## src/rtl/rv_decode_pkg.sv

```systemverilog
// Shared opcode table, code-word bit positions and FSM state encoding
// for the fetch/decode front end that feeds fsm_alu.
package rv_decode_pkg;

  localparam logic [6:0] OPC_LOAD     = 7'b0000011;
  localparam logic [6:0] OPC_LOAD_FP  = 7'b0000111;
  localparam logic [6:0] OPC_OP_IMM   = 7'b0010011;
  localparam logic [6:0] OPC_AUIPC    = 7'b0010111;
  localparam logic [6:0] OPC_STORE    = 7'b0100011;
  localparam logic [6:0] OPC_STORE_FP = 7'b0100111;
  localparam logic [6:0] OPC_OP       = 7'b0110011;
  localparam logic [6:0] OPC_LUI      = 7'b0110111;
  localparam logic [6:0] OPC_OP_FP    = 7'b1010011;
  localparam logic [6:0] OPC_BRANCH   = 7'b1100011;
  localparam logic [6:0] OPC_JALR     = 7'b1100111;
  localparam logic [6:0] OPC_JAL      = 7'b1101111;

  // Bit positions inside the one-hot code word understood by fsm_alu.
  localparam int CODE_LOAD     = 3;
  localparam int CODE_LOAD_FP  = 1;
  localparam int CODE_OP_IMM   = 11;
  localparam int CODE_AUIPC    = 5;
  localparam int CODE_STORE    = 8;
  localparam int CODE_STORE_FP = 9;
  localparam int CODE_OP       = 12;
  localparam int CODE_LUI      = 13;
  localparam int CODE_OP_FP    = 20;
  localparam int CODE_BRANCH   = 24;
  localparam int CODE_JALR     = 25;
  localparam int CODE_JAL      = 27;

  localparam int TMO_W = 4;

  typedef enum logic [2:0] {
    IDLE   = 3'd0,
    FETCH  = 3'd1,
    DECODE = 3'd2,
    ISSUE  = 3'd3,
    EXEC   = 3'd4,
    HALT   = 3'd5
  } fdu_state_e;

endpackage

```

## src/rtl/fetch_decode_unit_if.sv

```systemverilog
// Bus bundle between the fetch/decode unit, instruction memory and fsm_alu.
interface fetch_decode_unit_if #(
  parameter int XLEN = 64
) ();

  // imem: imem_req/imem_addr stay asserted and stable until a cycle with
  // imem_ready = 1, which is the single transfer cycle carrying imem_rdata.
  // exec: start pulses for one cycle; exec_done closes that instruction.
  logic            imem_req;
  logic [XLEN-1:0] imem_addr;
  logic            imem_ready;
  logic [31:0]     imem_rdata;
  logic [31:0]     ins;
  logic [31:0]     code;
  logic            start;
  logic            exec_done;

  modport master (
    output imem_req, imem_addr, ins, code, start,
    input  imem_ready, imem_rdata, exec_done
  );

  modport slave (
    input  imem_req, imem_addr, ins, code, start,
    output imem_ready, imem_rdata, exec_done
  );

endinterface

```

## src/rtl/opcode_classifier.sv

```systemverilog
// Pure combinational map from a 7-bit major opcode to the fsm_alu one-hot
// class code; valid_o = 0 for any opcode outside the supported table.
module opcode_classifier
  import rv_decode_pkg::*;
(
  input  logic [6:0]  opcode_i,
  output logic [31:0] code_o,
  output logic        valid_o
);

  always_comb begin
    code_o  = '0;
    valid_o = 1'b1;
    case (opcode_i)
      OPC_LOAD:     code_o[CODE_LOAD]     = 1'b1;
      OPC_LOAD_FP:  code_o[CODE_LOAD_FP]  = 1'b1;
      OPC_OP_IMM:   code_o[CODE_OP_IMM]   = 1'b1;
      OPC_AUIPC:    code_o[CODE_AUIPC]    = 1'b1;
      OPC_STORE:    code_o[CODE_STORE]    = 1'b1;
      OPC_STORE_FP: code_o[CODE_STORE_FP] = 1'b1;
      OPC_OP:       code_o[CODE_OP]       = 1'b1;
      OPC_LUI:      code_o[CODE_LUI]      = 1'b1;
      OPC_OP_FP:    code_o[CODE_OP_FP]    = 1'b1;
      OPC_BRANCH:   code_o[CODE_BRANCH]   = 1'b1;
      OPC_JALR:     code_o[CODE_JALR]     = 1'b1;
      OPC_JAL:      code_o[CODE_JAL]      = 1'b1;
      default:      valid_o               = 1'b0;
    endcase
  end

endmodule

```

## src/rtl/fetch_decode_unit.sv

```systemverilog
// Fetches one instruction at pc, classifies it for fsm_alu, pulses start
// and waits for exec_done before the next fetch. Faults halt until reset.
module fetch_decode_unit
  import rv_decode_pkg::*;
#(
  parameter int XLEN         = 64,
  parameter int IMEM_TIMEOUT = 15
) (
  input  logic                 clk,
  input  logic                 reset,
  input  logic                 run,
  input  logic [XLEN-1:0]      pc,
  fetch_decode_unit_if.master  bus,
  output logic                 illegal,
  output logic                 fetch_fault,
  output fdu_state_e           state_o
);

  localparam logic [TMO_W-1:0] TMO_LIMIT = TMO_W'(IMEM_TIMEOUT);
  localparam logic [TMO_W-1:0] TMO_MAX   = '1;

  fdu_state_e       state_q;
  logic [31:0]      ins_q;
  logic [31:0]      code_q;
  logic             start_q;
  logic             req_q;
  logic [XLEN-1:0]  addr_q;
  logic             ill_q;
  logic             ff_q;
  logic [TMO_W-1:0] tmo_q;
  logic [TMO_W-1:0] tmo_d;

  logic [31:0]      cls_code;
  logic             cls_valid;

  opcode_classifier u_classifier (
    .opcode_i (ins_q[6:0]),
    .code_o   (cls_code),
    .valid_o  (cls_valid)
  );

  assign tmo_d = (tmo_q == TMO_MAX) ? tmo_q : tmo_q + 1'b1;

  always_ff @(posedge clk) begin
    if (reset) begin
      state_q <= IDLE;
      ins_q   <= '0;
      code_q  <= '0;
      start_q <= 1'b0;
      req_q   <= 1'b0;
      addr_q  <= '0;
      ill_q   <= 1'b0;
      ff_q    <= 1'b0;
      tmo_q   <= '0;
    end else begin
      start_q <= 1'b0;
      case (state_q)
        IDLE: begin
          if (run) begin
            state_q <= FETCH;
            req_q   <= 1'b1;
            addr_q  <= pc;
            tmo_q   <= '0;
          end
        end
        FETCH: begin
          // A ready on the same cycle as the timeout still delivers the word.
          if (bus.imem_ready) begin
            ins_q   <= bus.imem_rdata;
            req_q   <= 1'b0;
            state_q <= DECODE;
          end else begin
            tmo_q <= tmo_d;
            if (tmo_d == TMO_LIMIT) begin
              ff_q    <= 1'b1;
              req_q   <= 1'b0;
              state_q <= HALT;
            end
          end
        end
        DECODE: begin
          if (cls_valid && (ins_q[1:0] == 2'b11)) begin
            code_q  <= cls_code;
            start_q <= 1'b1;
            state_q <= ISSUE;
          end else begin
            code_q  <= '0;
            ill_q   <= 1'b1;
            state_q <= HALT;
          end
        end
        ISSUE: state_q <= EXEC;
        EXEC: begin
          if (bus.exec_done) begin
            if (run) begin
              state_q <= FETCH;
              req_q   <= 1'b1;
              addr_q  <= pc;
              tmo_q   <= '0;
            end else begin
              state_q <= IDLE;
            end
          end
        end
        HALT:    state_q <= HALT;
        default: state_q <= HALT;
      endcase
    end
  end

  assign bus.imem_req  = req_q;
  assign bus.imem_addr = addr_q;
  assign bus.ins       = ins_q;
  assign bus.code      = code_q;
  assign bus.start     = start_q;
  assign illegal       = ill_q;
  assign fetch_fault   = ff_q;
  assign state_o       = state_q;

endmodule
```

## src/flat_wrapper.sv

```systemverilog
// flat-port wrapper written by rule: the top's interface ports become plain ports
module fetch_decode_unit_flat import rv_decode_pkg::*;
#(
  parameter int XLEN         = 64,
  parameter int IMEM_TIMEOUT = 15
)
  (clk, reset, run, pc, illegal, fetch_fault, state_o, bus_imem_req, bus_imem_addr, bus_ins, bus_code, bus_start, bus_imem_ready, bus_imem_rdata, bus_exec_done);
  fetch_decode_unit_if #(.XLEN(XLEN)) bus_i ();
  input  logic clk;
  input  logic reset;
  input  logic run;
  input  logic [XLEN-1:0] pc;
  output logic illegal;
  output logic fetch_fault;
  output fdu_state_e state_o;
  output wire logic [$bits(bus_i.imem_req)-1:0] bus_imem_req;
  output wire logic [$bits(bus_i.imem_addr)-1:0] bus_imem_addr;
  output wire logic [$bits(bus_i.ins)-1:0] bus_ins;
  output wire logic [$bits(bus_i.code)-1:0] bus_code;
  output wire logic [$bits(bus_i.start)-1:0] bus_start;
  input wire logic [$bits(bus_i.imem_ready)-1:0] bus_imem_ready;
  input wire logic [$bits(bus_i.imem_rdata)-1:0] bus_imem_rdata;
  input wire logic [$bits(bus_i.exec_done)-1:0] bus_exec_done;
  assign bus_imem_req = bus_i.imem_req;
  assign bus_imem_addr = bus_i.imem_addr;
  assign bus_ins = bus_i.ins;
  assign bus_code = bus_i.code;
  assign bus_start = bus_i.start;
  assign bus_i.imem_ready = bus_imem_ready;
  assign bus_i.imem_rdata = bus_imem_rdata;
  assign bus_i.exec_done = bus_exec_done;
  fetch_decode_unit #(.XLEN(XLEN), .IMEM_TIMEOUT(IMEM_TIMEOUT)) u_core (.clk(clk), .reset(reset), .run(run), .pc(pc), .bus(bus_i), .illegal(illegal), .fetch_fault(fetch_fault), .state_o(state_o));
endmodule
```

## config.mk

```make
export PLATFORM = sky130hd
export DESIGN_NAME = fetch_decode_unit_flat
export DESIGN_NICKNAME = d
export VERILOG_FILES = /design/src/rtl/rv_decode_pkg.sv /design/src/rtl/fetch_decode_unit_if.sv /design/src/rtl/opcode_classifier.sv /design/src/rtl/fetch_decode_unit.sv /design/src/flat_wrapper.sv
export SDC_FILE = /design/constraint.sdc
export NUM_CORES = 1
export LEC_CHECK = 0
export CORE_MARGIN = 1.5
export CORE_UTILIZATION = 30
export CTS_CLUSTER_DIAMETER = 120
export DETAILED_ROUTE_END_ITERATION = 12
export SLEW_MARGIN = 15
export SYNTH_ARGS = -nofsm -noshare
export SYNTH_HDL_FRONTEND = slang
export SYNTH_SLANG_ARGS = --single-unit
```

## constraint.sdc

```tcl
create_clock -name clk -period 2.68 [get_ports clk]
set_input_delay 0.268 -clock clk [delete_from_list [all_inputs] [get_ports clk]]
set_output_delay 0.268 -clock clk [all_outputs]
set_load 0.03 [all_outputs]
```

==> metrics.txt, run 1 <==
largest net degree at the start of global routing 62; register area share after synthesis 52.0%; crit-path max cell delay 0.75 ns; Fillers ~1400; H-Tree Depth 4; crit path time final 1.99 ns; post-route antenna net violation count 0; CTS tree yes; ant diodes 0; Slew @ Worst Pin 0.734 ns; peak supply drop 0.000437 V; largest area contributor in the netlist dfxtp_1; RSZ-0062 raised after global routing no; Die ar. 0.0160 sq mm; row count 44; Pwr Total 5.09 mW; first-pass GRT wire length 21.2 mm; core area 0.0147 sq mm; Yosys reg bits 119; max-slew violations 0; CTS Root Cell clkbuf_16; hold_buf cts 0; Required @ worst endpoint 2.41 ns; Yosys cell types 44; layout cell share with drive strength beyond 1 5.59%; crit-path cells clkdlybuf4s50_1; post-DR wirelength/cell 13.8 um; R2R Setup Slk 0.75 ns; final hold vios 0; die width 127 um; Worst-path clk slew approximately 0.05 ns; WP depth 1; HPWL reported at the end of detailed placement 9.53 mm; initial core utilization 31.2%; RePlAce Congestion 0.755; critical path class reg -> out; DRC violations left 0; drt first-iter violations 179; Max-cap violations 0; clock sinks 119; drt via density about 4.6; final period utilization 74.1%; post-cts gate resize count 0; Worst-Skew Late Latency 0.41 ns; clock buffer depth 2; worst relative slew slack 50.7%; post-CTS setup buffer count 0; Final nets 878; Async SR Flop Fraction 0%; GR Overflow Total 0; area share of the largest cell type after synthesis 52.0%; DRT Pass-1 Iters 5; CP arrival 1.72 ns; CTS buffer count 17; Clock Skew between 0.005 and 0.006 ns; drt total wl 13.4 mm; EDFF count, synth 0; WHS Path Cells 2; worst-path maximum fanout 12; number of port buffers around 220; Pwr per Cell Area just under 700 mW/mm^2; CP endpoint kind primary output; Setup-failing EPs final 0; fmax 503 MHz; Synth Area per Inst approximately 8.0 sq um; final setup TNS 0 ns; ys flop type dfxtp_1; DR vias around 4500; area grow syn2layout 61.5%; die height 127 um; Mapped Cells 575; status completed; Pleak approximately 2.7 nW; Buffers & Inverters on Critical Path 1; synthesized cell area 0.00458 sq mm; crit-path leading delay family buffers and inverters; R2R cell count 5; Slowest-stage cell, CP clkdlybuf4s50_1; number of antenna violations at the first check in global routing 0; vias in the first global route 4262; dominant cells by area after synthesis dfxtp_1, nand2_1, a21oi_1; Top Ports 236; Ys Warns 0; Hold Path Class in -> reg; CP startpoint kind flop; overall routing resource usage 16.6%
## cells in the mapped netlist (3+ instances only)
cell and number:
clkbuf_1 34, dfxtp_1 119, inv_1 3, o21ai_0 5, nand3_1 4, a211oi_1 4
a22oi_1 10, a21oi_1 104, nand2b_1 7, nand2_1 201, nor3_1 3, nor3b_1 4
buf_4 21, nor2_1 19
## layer usage
metal | GRT usage [%] | up-vias | share of wire (%)
met5 | 0 | - | 0
li1 | - | 2275 | -
met4 | 5.75 | 0 | 1.4
met3 | 7.34 | 16 | 8.9
met2 | 28.0 | 164 | 49
met1 | 18.6 | 2037 | 41
## registers in the layout (all words and copies together), names as in the netlist
| signal | flops |
|---|---|
| u_core.bus.imem_addr | 64 |
| u_core.bus.ins | 32 |
| u_core.bus.code | 12 |
| u_core.tmo_q | 4 |
| u_core.state_o | 3 |
| u_core.bus.imem_req | 1 |
| u_core.bus.start | 1 |
| u_core.fetch_fault | 1 |
| u_core.illegal | 1 |
## logic make-up after synthesis
group	Yosys count	share of synthesized area, %
and+or+nand+nor	256	23.6
AOI/OAI and AO/OA	135	16.8
DFF	119	52.0
buffers and inverters	62	7.02
muxes	1	0.246
adders and majority gates	1	0.273
other	1	0.0819
## through the flow
step	cell area, sq um	utilization (%)	hold WS, ns	cells	worst slack, ns
final	7400	50.3	0.268	971	0.693
after global routing	7400	50.3	0.279	971	0.404
after CTS	7400	50.3	0.250	971	0.664
after detailed placement	6820	46.4	0.446	941	0.681
after global placement	6820	46.4	0.441	941	0.723
after floorplan	4650	-	0.404	594	0.526
## report_power, final
part	switching, mW	internal, mW
combinational	0.525	0.404
sequential	0.0697	1.88
clock	0.765	1.45
## path summary, 6_finish.rpt
path                            startpoint                  endpoint
hold / removal                       reset        u_core.bus.ins[17]
setup / recovery         u_core.bus.ins[6]                bus_ins[6]
setup reg to reg         u_core.state_o[0]        u_core.bus.ins[22]
hold reg to reg   u_core.bus.imem_addr[49]  u_core.bus.imem_addr[49]
## layout make-up
class	count	area [sq um]	area share (%)
repair buffers	222	2240	30.3
inverters	3	11.3	0.152
clock buffers	21	480	6.49
multi-input cells	413	1950	26.4
flip-flops and latches	119	2380	32.2
well taps	184	230	3.11
clock inverters	9	100	1.35
## cell usage in the layout, fill, tap and decap left out, types with 7 or more instances in the layout
cell type | synthesis | final
nand2_1 | 201 | 201
conb_1 | 1 | 20
a21oi_1 | 104 | 104
clkbuf_16 | 0 | 17
nor2_1 | 19 | 19
a22oi_1 | 10 | 10
nand2b_1 | 7 | 7
dfxtp_1 | 119 | 119
clkdlybuf4s50_1 | 0 | 214
Note: power is estimated with default switching activity, not from simulation.
==> inputs of run 2 (changes only) <==
- PLACE_DENSITY: unset -> 0.66
- clock period: 2.68 -> 1.63 ns (I/O delays scaled with it)
==> run 2 against run 1 <==
Die area stayed put. Clock skew increased by 0.0049 ns. Critical path depth up 2.
==> metrics.txt, run 2 (same netlist as run 1, synthesis figures left out) <==
Setup-failing EPs final 0 (unchanged); hold_buf cts 0 (unchanged); Max-cap violations 0 (unchanged); fmax just over 600 MHz; Top Ports 236 (unchanged); area grow syn2layout 69.2%; largest net degree at the start of global routing 65 (+4.8%); hold endpoint u_core.fetch_fault; Worst-path clk slew 0.06 ns (about the same); number of port buffers 215 (unchanged); clock buffer depth 2 (unchanged); first-pass GRT wire length 21.3 mm (+0.52%); core area 0.0147 sq mm (unchanged); final period utilization 99.8%; r2r endpoint u_core.state_o[2]; CP endpoint kind flop; DR vias 4536 (+0.98%); die width 127 um (unchanged); Worst-Skew Late Latency 0.41 ns (about the same); worst r2r src u_core.state_o[2]; commonest non-fill, non-tap cell in the layout nand2_1; hold slack 0.140 ns (-0.128 ns); Required @ worst endpoint 1.94 ns (-0.47 ns); GR Overflow Total 0 (unchanged); layout cell share with drive strength beyond 1 9.55% (+4.0 points); WHS Path Cells 2 (unchanged); Clock Skew 0.0103 ns (+0.00489 ns); Non-Filler Instances 1001 (+3.1%); post-route antenna net violation count 0 (unchanged); Final nets 907 (+3.3%); HP Start reset; Final Util 52.7% (+2.4 points); RePlAce Congestion 0.787 (+4.2%); vias in the first global route 4233 (-0.68%); Hold Path Class in -> reg; placement-stage cell area 0.00706 sq mm (+3.5%); Pwr Total 8.52 mW (+68%); CP arrival 1.94 ns (+0.22 ns); CTS Root Cell clkbuf_16; dpl cells 968 (+2.9%); CTS buffer count 17 (unchanged); max reg flops 64 (unchanged); status completed; RSZ-0062 raised after global routing yes; row count 44 (unchanged); post-route cell area 0.00775 sq mm (+4.7%); crit path time final 1.63 ns; max-slew violations 0 (unchanged); clock sinks 119 (unchanged); initial core utilization 31.2% (unchanged); post-DR wirelength/cell 13.4 um (-2.6%); die height 127 um (unchanged); R2R Setup Slk 0.003 ns (-0.75 ns); final hold vios 0 (unchanged); R2R cell count 3 (-2); CTS tree yes; worst-path maximum fanout 5 (-7); critical path class reg -> reg; ant diodes 0 (unchanged); HPWL reported at the end of detailed placement 9.34 mm (-2.0%); DRT Pass-1 Iters 6 (+1); CP startpoint kind flop; H-Tree Depth 4 (unchanged); drt first-iter violations 217 (+21%); Pwr per Cell Area 1100 mW/mm^2 (+60%); peak supply drop 0.000787 V (+80%); Pleak 3.47 nW (+29%); overall routing resource usage 16.9% (+0.31 points); drt total wl 13.5 mm (+0.38%); Die ar. 0.0160 sq mm (unchanged); DRC violations left 0 (unchanged); drt via density 4.53 (-2.0%); commonest non-fill, non-tap cells in the layout nand2_1, clkdlybuf4s50_1, dfxtp_1, a21oi_1, dlymetal6s2s_1; number of antenna violations at the first check in global routing 0 (unchanged)
[run 2: cell types whose count changed in the layout (fill, tap and decap cells not counted), sizes merged]
cell,before,now
buf,8,37
bufinv,2,3
clkbuf,21,22
clkdlybuf4s50,214,169
clkinvlp,2,1
dlygate4sd2,0,13
dlymetal6s2s,0,32
[run 2: how the worst max path moves through the flow]
| stage | depth (start not counted) | slack (ns) | endpoint | start |
|---|---|---|---|---|
| CTS | 1 | 0.002 | bus_ins[25] | u_core.bus.ins[25] |
| global route | 3 | -0.05 | u_core.state_o[2] | u_core.state_o[2] |
| finish | 3 | 0.003 | u_core.state_o[2] | u_core.state_o[2] |
| detailed placement | 4 | -0.03 | u_core.state_o[2] | bus_exec_done |
| floorplan | 5 | -0.24 | u_core.state_o[2] | u_core.state_o[0] |
| global placement | 4 | -0.0007 | u_core.state_o[2] | run |
[run 2: per-stage QoR]
| stage | worst slack, ns | setup TNS [ns] |
|---|---|---|
| 6_report | 0.00264 | 0 |
| 5_1_grt | -0.0498 | -0.0498 |
| 4_1_cts | 0.00194 | 0 |
| 3_5_place_dp | -0.0315 | -0.0539 |
| 3_3_place_gp | -0.000673 | -0.000673 |
| 2_1_floorplan | -0.242 | -0.242 |
[run 2: layout make-up]
class | count | area, sq um
repair buffers | 251 | 2550
flip-flops and latches | 119 | 2390
fillers | 1410 | 6950
inverters | 3 | 11.3
clock inverters | 9 | 126
clock buffers | 22 | 464
multi-input cells | 413 | 1970
well taps | 184 | 230
[run 2: repair_timing]
| item | CTS | global route |
|---|---|---|
| pin swaps | 0 | 1 |
| resized for setup | 13 | 38 |
| endpoints found under the setup margin | 13 | 67 |
| buffers inserted | 0 | 2 |
[run 2: report_power, final]
group	switching, mW	total, mW	leakage (nW)	internal, mW
clock	1.27	3.73	0.290	2.46
sequential	0.0845	3.17	0.973	3.09
combinational	0.906	1.62	2.20	0.718
[run 2: critical path, stage by stage, from the launching register on]
cell       delay, ns
dfxtp_4         0.36
or3b_4          0.38
or4_4           0.51
a2111oi_4       0.28
[run 2: routing by layer]
layer  up-vias  global-route usage (%)  part of all wire [%]
met4         0                    6.22                   1.7
met3        17                    7.68                   8.6
li1       2326                       -                     -
met5         -                       0                     0
met2       151                    27.3                    48
met1      2042                    19.7                    42
==> inputs of run 3 (changes only) <==
- SLEW_MARGIN: 15 -> unset
==> results of run 3 <==
Final layout, timing and power as in run 2 (identical DEF).
